==> config.mk <==
export PLATFORM = sky130hd
export DESIGN_NAME = acc_drain
export DESIGN_NICKNAME = d
export VERILOG_FILES = /design/src/rtl/acc_drain_pkg.sv /design/src/rtl/sync_fifo.sv /design/src/rtl/acc_drain.sv
export SDC_FILE = /design/constraint.sdc
export NUM_CORES = 1
export LEC_CHECK = 0
export ABC_CLOCK_PERIOD_IN_PS = 3050
export BUFFER_PORTS_ARGS = -buffer_cell sky130_fd_sc_hd__buf_2
export CAP_MARGIN = 20
export CORE_MARGIN = 8
export CORE_UTILIZATION = 51
export CTS_CLUSTER_SIZE = 20
export DETAILED_ROUTE_END_ITERATION = 10
export HOLD_SLACK_MARGIN = 0.15
export PLACE_DENSITY_LB_ADDON = 0.08
export SLEW_MARGIN = 20
export SYNTH_ARGS = -nofsm -noshare
export SYNTH_HDL_FRONTEND = slang
export SYNTH_SLANG_ARGS = --single-unit
==> constraint.sdc <==
create_clock -name clk -period 3.05 [get_ports clk]
set_input_delay 0.4575 -clock clk [delete_from_list [all_inputs] [get_ports clk]]
set_output_delay 0.4575 -clock clk [all_outputs]
set_load 0.02 [all_outputs]
==> src/rtl/acc_drain_pkg.sv <==
// Shared types for the accumulator drain: FSM states and the FIFO payload word.
package acc_drain_pkg;

  localparam int ACC_DATA_W = 32;

  typedef enum logic [1:0] {IDLE, ISSUE, DRAIN, FIN} drain_state_t;

  typedef struct packed {
    logic                  last;
    logic [ACC_DATA_W-1:0] data;
  } payload_t;

endpackage

==> src/rtl/sync_fifo.sv <==
// Single-clock FIFO with registered occupancy count; push and pop may share a cycle, including when full.
module sync_fifo #(
  parameter int WIDTH = 8,
  parameter int DEPTH = 4
) (
  input  logic                     clk,
  input  logic                     rst,
  input  logic                     push,
  input  logic [WIDTH-1:0]         push_data,
  input  logic                     pop,
  output logic [WIDTH-1:0]         pop_data,
  output logic                     empty,
  output logic [$clog2(DEPTH):0]   count
);

  localparam int AW = $clog2(DEPTH);
  localparam int CW = AW + 1;

  logic [WIDTH-1:0] mem [DEPTH];
  logic [AW-1:0]    wr_ptr;
  logic [AW-1:0]    rd_ptr;
  logic             full;
  logic             do_push;
  logic             do_pop;

  assign full     = (count == CW'(DEPTH));
  assign empty    = (count == '0);
  assign do_pop   = pop && !empty;
  // A full FIFO still accepts a push when the head leaves in the same cycle.
  assign do_push  = push && (!full || do_pop);
  assign pop_data = mem[rd_ptr];

  always_ff @(posedge clk) begin
    if (rst) begin
      wr_ptr <= '0;
      rd_ptr <= '0;
      count  <= '0;
    end else begin
      if (do_push) wr_ptr <= wr_ptr + AW'(1);
      if (do_pop)  rd_ptr <= rd_ptr + AW'(1);
      case ({do_push, do_pop})
        2'b10:   count <= count + CW'(1);
        2'b01:   count <= count - CW'(1);
        default: count <= count;
      endcase
    end
  end

  always_ff @(posedge clk) begin
    if (do_push) mem[wr_ptr] <= push_data;
  end

endmodule

==> src/rtl/acc_drain.sv <==
// Sweeps an address window of the accumulator, streams words out with credit-limited
// reads (start->m_valid in 3 cycles), optionally zeroing each location as it returns.
module acc_drain import acc_drain_pkg::*; #(
  parameter int ADDR_WIDTH = 10,
  parameter int DATA_WIDTH = ACC_DATA_W,
  parameter int FIFO_DEPTH = 4,
  parameter int RD_LAT     = 1
) (
  input  logic                  clk,
  input  logic                  rst,
  input  logic                  start,
  input  logic [ADDR_WIDTH-1:0] base_addr,
  input  logic [ADDR_WIDTH:0]   len,
  input  logic                  clear_en,
  output logic                  busy,
  output logic                  done,
  output logic                  rd_en,
  output logic [ADDR_WIDTH-1:0] rd_addr,
  input  logic [DATA_WIDTH-1:0] rd_rdata,
  output logic                  wr_en,
  output logic                  wr_we,
  output logic [ADDR_WIDTH-1:0] wr_addr,
  output logic [DATA_WIDTH-1:0] wr_wdata,
  output logic                  acc_mode,
  output logic                  m_valid,
  output logic [DATA_WIDTH-1:0] m_data,
  output logic                  m_last,
  input  logic                  m_ready
);

  localparam int IW = $clog2(RD_LAT + 2);
  localparam int CW = $clog2(FIFO_DEPTH) + 1;

  drain_state_t          state;
  logic [ADDR_WIDTH-1:0] base_q;
  logic [ADDR_WIDTH:0]   len_q;
  logic [ADDR_WIDTH:0]   issued;
  logic                  clr_q;
  logic [IW-1:0]         inflight;

  logic                  pipe_vld  [RD_LAT];
  logic [ADDR_WIDTH-1:0] pipe_addr [RD_LAT];
  logic                  pipe_last [RD_LAT];

  logic                  ret_vld;
  logic [ADDR_WIDTH-1:0] ret_addr;
  logic                  ret_last;
  logic                  issue_last;
  logic                  credit;
  logic                  pop;
  logic                  fifo_empty;
  logic [CW-1:0]         fifo_count;
  payload_t              push_word;
  payload_t              head;

  assign ret_vld  = pipe_vld[RD_LAT-1];
  assign ret_addr = pipe_addr[RD_LAT-1];
  assign ret_last = pipe_last[RD_LAT-1];

  assign m_valid = !fifo_empty;
  assign pop     = m_valid && m_ready;
  assign m_data  = m_valid ? head.data : '0;
  assign m_last  = m_valid && head.last;

  // Reads still in the pipeline already own a FIFO slot; a pop this cycle frees one.
  assign credit     = (32'(fifo_count) + 32'(inflight)) < (32'(FIFO_DEPTH) + 32'(pop));
  assign issue_last = ((issued + (ADDR_WIDTH+1)'(1)) == len_q);
  assign rd_en      = (state == ISSUE) && (issued != len_q) && credit;
  assign rd_addr    = base_q + issued[ADDR_WIDTH-1:0];

  assign wr_en    = ret_vld && clr_q;
  assign wr_we    = wr_en;
  assign wr_addr  = ret_addr;
  assign wr_wdata = '0;
  assign acc_mode = 1'b0;

  assign push_word = '{last: ret_last, data: rd_rdata};

  sync_fifo #(
    .WIDTH($bits(payload_t)),
    .DEPTH(FIFO_DEPTH)
  ) u_fifo (
    .clk       (clk),
    .rst       (rst),
    .push      (ret_vld),
    .push_data (push_word),
    .pop       (pop),
    .pop_data  (head),
    .empty     (fifo_empty),
    .count     (fifo_count)
  );

  always_ff @(posedge clk) begin
    if (rst) begin
      for (int i = 0; i < RD_LAT; i++) begin
        pipe_vld[i]  <= 1'b0;
        pipe_addr[i] <= '0;
        pipe_last[i] <= 1'b0;
      end
      inflight <= '0;
    end else begin
      pipe_vld[0]  <= rd_en;
      pipe_addr[0] <= rd_addr;
      pipe_last[0] <= issue_last;
      for (int i = 1; i < RD_LAT; i++) begin
        pipe_vld[i]  <= pipe_vld[i-1];
        pipe_addr[i] <= pipe_addr[i-1];
        pipe_last[i] <= pipe_last[i-1];
      end
      case ({rd_en, ret_vld})
        2'b10:   inflight <= inflight + IW'(1);
        2'b01:   inflight <= inflight - IW'(1);
        default: inflight <= inflight;
      endcase
    end
  end

  always_ff @(posedge clk) begin
    if (rst) begin
      state  <= IDLE;
      busy   <= 1'b0;
      done   <= 1'b0;
      base_q <= '0;
      len_q  <= '0;
      clr_q  <= 1'b0;
      issued <= '0;
    end else begin
      done <= 1'b0;
      case (state)
        IDLE: begin
          if (start) begin
            base_q <= base_addr;
            len_q  <= len;
            clr_q  <= clear_en;
            issued <= '0;
            if (len != '0) begin
              busy  <= 1'b1;
              state <= ISSUE;
            end else begin
              done  <= 1'b1;
              state <= FIN;
            end
          end
        end
        ISSUE: begin
          if (rd_en) begin
            issued <= issued + (ADDR_WIDTH+1)'(1);
            if (issue_last) state <= DRAIN;
          end
        end
        DRAIN: begin
          // Leave once the final word is handshaking (or already gone) and nothing is in flight.
          if (inflight == '0 &&
              (fifo_count == '0 || (fifo_count == CW'(1) && pop))) begin
            busy  <= 1'b0;
            done  <= 1'b1;
            state <= FIN;
          end
        end
        FIN:     state <= IDLE;
        default: state <= IDLE;
      endcase
    end
  end

endmodule
# After elaboration in Yosys (flattened, before gate mapping)
# Memories as Yosys holds them, arrays and structs flattened. A register that Yosys moved wholly into a read port is not among the register bits.
# Cells that the tools add are included.
[op_classes]
add_sub_neg = 10
n_eq_ne = 16
magnitude_cmp = 1
reduce_logical = 28
mux = 33
[ops]
columns = ["cell", "count"]
rows = [
  ["$mux 32", 1],
  ["$mux 11", 2],
  ["$pmux 11 s2", 1],
  ["$mux 1", 16],
  ["$mux 2", 7],
  ["$add 11x1->11 const B", 1],
  ["$eq 11x11->1", 1],
  ["$ne 11x11->1", 1],
  ["$reduce_bool 11->1", 1],
  ["$add 10x10->10", 1],
  ["$mux 10", 1],
  ["$ne 2x2->1 const B", 5],
  ["$reduce_or 10->1", 1],
  ["$logic_and 1x1->1", 9],
  ["$eq 2x2->1 const B", 4],
  ["$pmux 2 s4", 1],
  ["$reduce_and 4->1", 2],
  ["$reduce_bool 2->1", 4],
  ["$add 2x1->2 const B", 3],
  ["$eq 2x1->1 const B", 3],
  ["$pmux 3 s2", 1],
  ["$add 3x1->4 const A", 1],
  ["$add 3x2->4", 1],
  ["$logic_not 2->1", 2],
  ["other kinds (14)", 18],
]
[word_totals]
mem_bits_rw = 144
ff_bits = 46
mem_count = 4
[mem_list]
columns = ["name", "words", "word_bits", "read_ports", "rd_ports_with_merged_regs", "write_ports", "line", "source"]
rows = [
  ["u_fifo.mem", 4, 33, 1, 1, 1, "sync_fifo.sv:19", "logic [WIDTH-1:0] mem [DEPTH];"],
  ["pipe_addr", 1, 10, 1, 0, 1, "acc_drain.sv:42", "logic [ADDR_WIDTH-1:0] pipe_addr [RD_LAT];"],
  ["pipe_last", 1, 1, 1, 0, 1, "acc_drain.sv:43", "logic pipe_last [RD_LAT];"],
  ["pipe_vld", 1, 1, 1, 0, 1, "acc_drain.sv:41", "logic pipe_vld [RD_LAT];"],
]

# Depth between registers and ports, before layout
[logic_depth]
word_depth = 8
ltp_mapped = 10

# Cells and area by module
# A second synthesis with hierarchy kept.
[unflattened]
cells_unflattened = 660
hier_area_um2 = 8692.1
[by_module_without_submodules]
columns = ["mod", "seq_area_each_um2", "area_per_inst_um2", "n_inst", "cells_per_inst"]
rows = [
  ["sync_fifo", 4144.0, 5227.5, 1, 226],
  ["acc_drain", 1021.0, 3464.6, 1, 434],
]

# Least setup slack after synthesis
# Ideal clock, no wire load.
[synth_path]
path_kind = "reg-to-reg"
startpoint = "reg u_fifo.count[0]"
endpoint = "reg state[1]"
t_arrival_ps = 2837
required_ps = 2927
setup_slack_ps = 90
stages_incl_launch_ff = 10
setup_ps = 123
path_cell_list = "dfxtp_1 ha_1 fa_1 nor3_1 o21ai_0 a2111o_1 buf_2 or4b_1 o21ai_2 mux2_1"
[synth_via]
elab_chain_len = 8
word_cells_on_any_way = 14
cone_classes = "add/sub: 2; order compare: 1; eq/ne: 3; reduce/logical: 8"
[synth_lines]
columns = ["item", "line", "source"]
rows = [
  ["from (decl)", "sync_fifo.sv:13", "output logic [$clog2(DEPTH):0] count"],
  ["from (signal assigned)", "sync_fifo.sv:42", "2'b10: count <= count + CW'(1);"],
  ["from (signal assigned)", "sync_fifo.sv:43", "2'b01: count <= count - CW'(1);"],
  ["from (signal assigned)", "sync_fifo.sv:44", "default: count <= count;"],
  ["$logic_not 3->1", "sync_fifo.sv:27, acc_drain.sv:154", ""],
  ["$logic_not 1->1", "acc_drain.sv:60", "assign m_valid = !fifo_empty;"],
  ["$logic_and 1x1->1", "acc_drain.sv:61", "assign pop = m_valid && m_ready;"],
  ["$add 3x1->4 / $logic_and 1x1->1 (equally long branches)", "acc_drain.sv:66, acc_drain.sv:154", ""],
  ["$lt 4x4->1 / $logic_or 1x1->1 (equally long branches)", "acc_drain.sv:66, acc_drain.sv:154", ""],
  ["$logic_and 1x1->1 (on tied branches)", "acc_drain.sv:68, acc_drain.sv:153", ""],
  ["$ne 2x2->1 (no line)", "-", ""],
  ["$reduce_and 4->1 (no line) (*)", "-", ""],
  ["to (signal assigned)", "acc_drain.sv:120", "state <= IDLE;"],
  ["to (signal assigned)", "acc_drain.sv:138", "state <= ISSUE;"],
  ["to (signal assigned)", "acc_drain.sv:141", "state <= FIN;"],
  ["to (decl)", "acc_drain.sv:34", "drain_state_t state;"],
]
# Mark *: on every way between the ends. The rest lies on a longest branch, timed or not.
# A chain may end at the register's enable or synchronous reset.

# Worst setup path after layout
[layout_path]
startpoint = "reg inflight[0]"
endpoint = "out rd_en"
[layout_via]
elab_chain_len = 3
[layout_lines]
columns = ["item", "line", "source"]
rows = [
  ["from (decl)", "acc_drain.sv:39", "logic [IW-1:0] inflight;"],
  ["from (signal assigned)", "acc_drain.sv:111", "2'b10: inflight <= inflight + IW'(1);"],
  ["from (signal assigned)", "acc_drain.sv:112", "2'b01: inflight <= inflight - IW'(1);"],
  ["from (signal assigned)", "acc_drain.sv:113", "default: inflight <= inflight;"],
  ["$add 3x2->4", "acc_drain.sv:66", "assign credit = (32'(fifo_count) + 32'(inflight)) < (32'(FIFO_DEPTH) + 32'(pop));"],
  ["$lt 4x4->1", "acc_drain.sv:66", ""],
  ["$logic_and 1x1->1", "acc_drain.sv:68", "assign rd_en = (state == ISSUE) && (issued != len_q) && credit;"],
  ["to (decl)", "acc_drain.sv:17", "output logic rd_en,"],
]
# No other way between the ends.

==> results.py <==
metrics = {
    "status": {
        "status": "completed",
    },
    "logic_synthesis": {
        "ys.warnings.count": 0,
        "syn_avg_cell_area_um2": 13.33,
        "synth.largest_area_cell": "edfxtp_1",
        "synth_cell_types": 47,
        "yosys_most_used_dff": "edfxtp_1",
        "post-synth-top-area-fraction": 0.4662,
        "ys_seq_elements": 192,
        "synth_area_mm2": 0.008503,
        "ys_seq_area_frac": 0.6074,
        "async_reset_ff_frac": 0,
        "syn_inst": 638,
        "synthTopCellsByCount": "edfxtp_1, dfxtp_1, nand2_1, a21oi_1, and2_1",
        "synth_area_leaders": "edfxtp_1, dfxtp_1, mux4_2",
        "synth.most_common_cell": "edfxtp_1",
        "synth_edf_count": 132,
    },
    "timing": {
        "fin_ws_ns": 0.1426,
        "maxSlewViolCount": 0,
        "hold_viol_final": 0,
        "setup_violations": 0,
        "fin_crit_ns": 2.907,
        "worst_pin_slew_ns": 0.8235,
        "tns_ns": 0,
        "max_freq_mhz": 344.0,
        "slew_headroom": 0.4496,
        "skew_ns": 0.007711,
        "finalCritPeriodShare": 0.9532,
        "whs_ns": 0.2539,
        "rsz0062_at_grt": "no",
    },
    "power_and_ir_drop": {
        "seqPwrFrac": 0.407,
        "p_sw_frac": 0.3157,
        "powerDensity_mw_per_mm2": 772.4,
        "vdd_drop_max_uv": 387.7,
        "p_clk_frac": 0.288,
        "p_int_mw": 5.248,
        "combinationalPowerShare": 0.304,
        "p_leak_nw": 3.757,
        "finalPower_mw": 7.670,
        "switchingPower_mw": 2.421,
    },
    "route": {
        "drt_iter0_markers": 215,
        "wire_per_inst_um": 18.08,
        "vias_per_cell": 5.247,
        "postRouteAntennaNets": 0,
        "vias": 5189,
        "wl_um": 17890,
        "dr.pass1.iters": 4,
        "drc": 0,
    },
    "placed_design": {
        "dp_cells": 956,
        "pre_cts_ws_ns": 0.03392,
        "place.gp.congestion": 0.8976,
        "postPlaceCellArea_mm2": 0.009276,
        "port_buffers": 116,
        "dp_hpwl_um": 12560,
    },
    "finish": {
        "antenna_cells": 0,
        "final_cells": 989,
        "syn_to_final_growth_pct": 16.77,
        "layout-drive-gt1-share": 0.2796,
        "finalNetCount": 843,
        "final_util": 0.6030,
        "fin_area_mm2": 0.009930,
    },
    "floorplan": {
        "initial_core_util": 0.5164,
        "rows": 47,
        "core_mm2": 0.01647,
        "die_area_mm2": 0.02106,
        "dieHeight_um": 145.1,
        "die_x_um": 145.1,
        "io_pins": 150,
    },
    "clock_tree": {
        "clockRootBuffer": "clkbuf_16",
        "cts_buffers": 17,
        "clk_latency_ns": 0.42,
        "cts_tree": "built",
        "cts_buffer_depth": 2,
        "cts.htree.levels": 4,
        "cts_hold_buffers": 0,
        "cts.sinks": 192,
        "path_clk_slew_ns": 0.07,
    },
    "worst_setup_path": {
        "crit_path_max_fanout": 3,
        "worstSetupStartpointType": "flop",
        "cp.arrival_ns": 2.45,
        "crit_path_end_kind": "output pin",
        "path_class": "reg -> out",
        "cp_data_required_time_ns": 2.59,
    },
    "grt": {
        "grt_pass1_wl_um": 28240,
        "grt_max_degree": 45,
        "antenna_found_initial": 0,
        "grtUsageTotal": 0.1704,
        "grt_pass1_vias": 5335,
        "grt_overflow": 0,
    },
    "min_path": {
        "hold_class": "in -> reg",
    },
    "run": {
        "maxCapViolations": 0,
    },
}
## final timing paths
check,start,to,slack [ns],cells past startpoint
max,inflight[0],rd_en,0.14,8
min,rd_rdata[1],u_fifo.mem[0][1],0.25,1
max reg2reg,inflight[0],issued[8],0.18,9
min reg2reg,clr_q,clr_q,0.45,2
## cells by family (layout without fill, tap and decap cells)
family                     Yosys count  count (layout)  synth area share
AOI/OAI and AO/OA                   86              86           0.06048
buffers and inverters               84             183           0.05282
muxes                               40              40           0.09594
and+or+nand+nor                    171             171            0.1033
adders and majority gates           27              27           0.04150
other                                1              33         0.0004410
xor gates and xnor gates            37              37           0.03811
DFF                                192             192            0.6074
## flip-flops by register name (all words and copies together), names as in the netlist, named ones only
| register | flops |
|---|---|
| issued | 11 |
| u_fifo.rd_ptr | 2 |
| clr_q | 1 |
| len_q | 11 |
| u_fifo.count | 3 |
| pipe_vld | 1 |
| inflight | 2 |
| state | 2 |
| u_fifo.mem | 132 |
| pipe_addr | 10 |
| busy | 1 |
| u_fifo.wr_ptr | 2 |
| base_q | 10 |
| done | 1 |
| pipe_last | 1 |
## power groups by stage
stage | logic (mW) | registers (mW) | clock network, mW
floorplan | 1.65 | 3.17 | 0
global placement | 2.30 | 3.17 | 0
detailed placement | 2.34 | 3.18 | 0
CTS | 2.38 | 3.13 | 2.25
global route | 2.56 | 3.15 | 2.37
finish | 2.33 | 3.12 | 2.21
## placed cells by master (no fill, tap or decap), drive strengths merged, types with 7 or more instances in the layout
master and count:
ha 25, mux4 33, clkbuf 18, xnor2 27, a21oi 44, edfxtp 132
o21ai 14, and2 42, inv 24, xor2 10, or4 7, nor2 22
nand2 59, dfxtp 60, buf 132, nor2b 11, conb 33
## critical path, stage by stage (launching register included)
cell	delay (ns)
dfxtp_1	0.32
ha_2	0.20
fa_1	0.51
nor3_2	0.16
o21ai_0	0.10
a2111o_1	0.39
buf_4	0.16
inv_1	0.04
buf_2	0.15
## metal layers
metal	track usage	vias up	wire length (µm)
met1	0.1866	2579	7359
met2	0.3234	106	9764
met4	0.04529	0	133
met3	0.03887	12	627
li1	-	2492	-
met5	0	-	0
## layout make-up
class | instances | area, µm²
fillers | 1332 | 6536
well taps | 220 | 275.3
clock inverters | 12 | 160.2
inverters | 21 | 78.83
multi-input cells | 394 | 3047
repair buffers | 132 | 765.7
clock buffers | 18 | 429.2
flip-flops and latches | 192 | 5174
## timing repair
action / in CTS / in global routing
gates resized for setup: 7 / 7
setup buffers: 2 / 1
setup endpoints to repair: 3 / 9
cloned: 0 / 0
pin swaps: 3 / 6
Note: power is estimated with default switching activity, not from simulation.
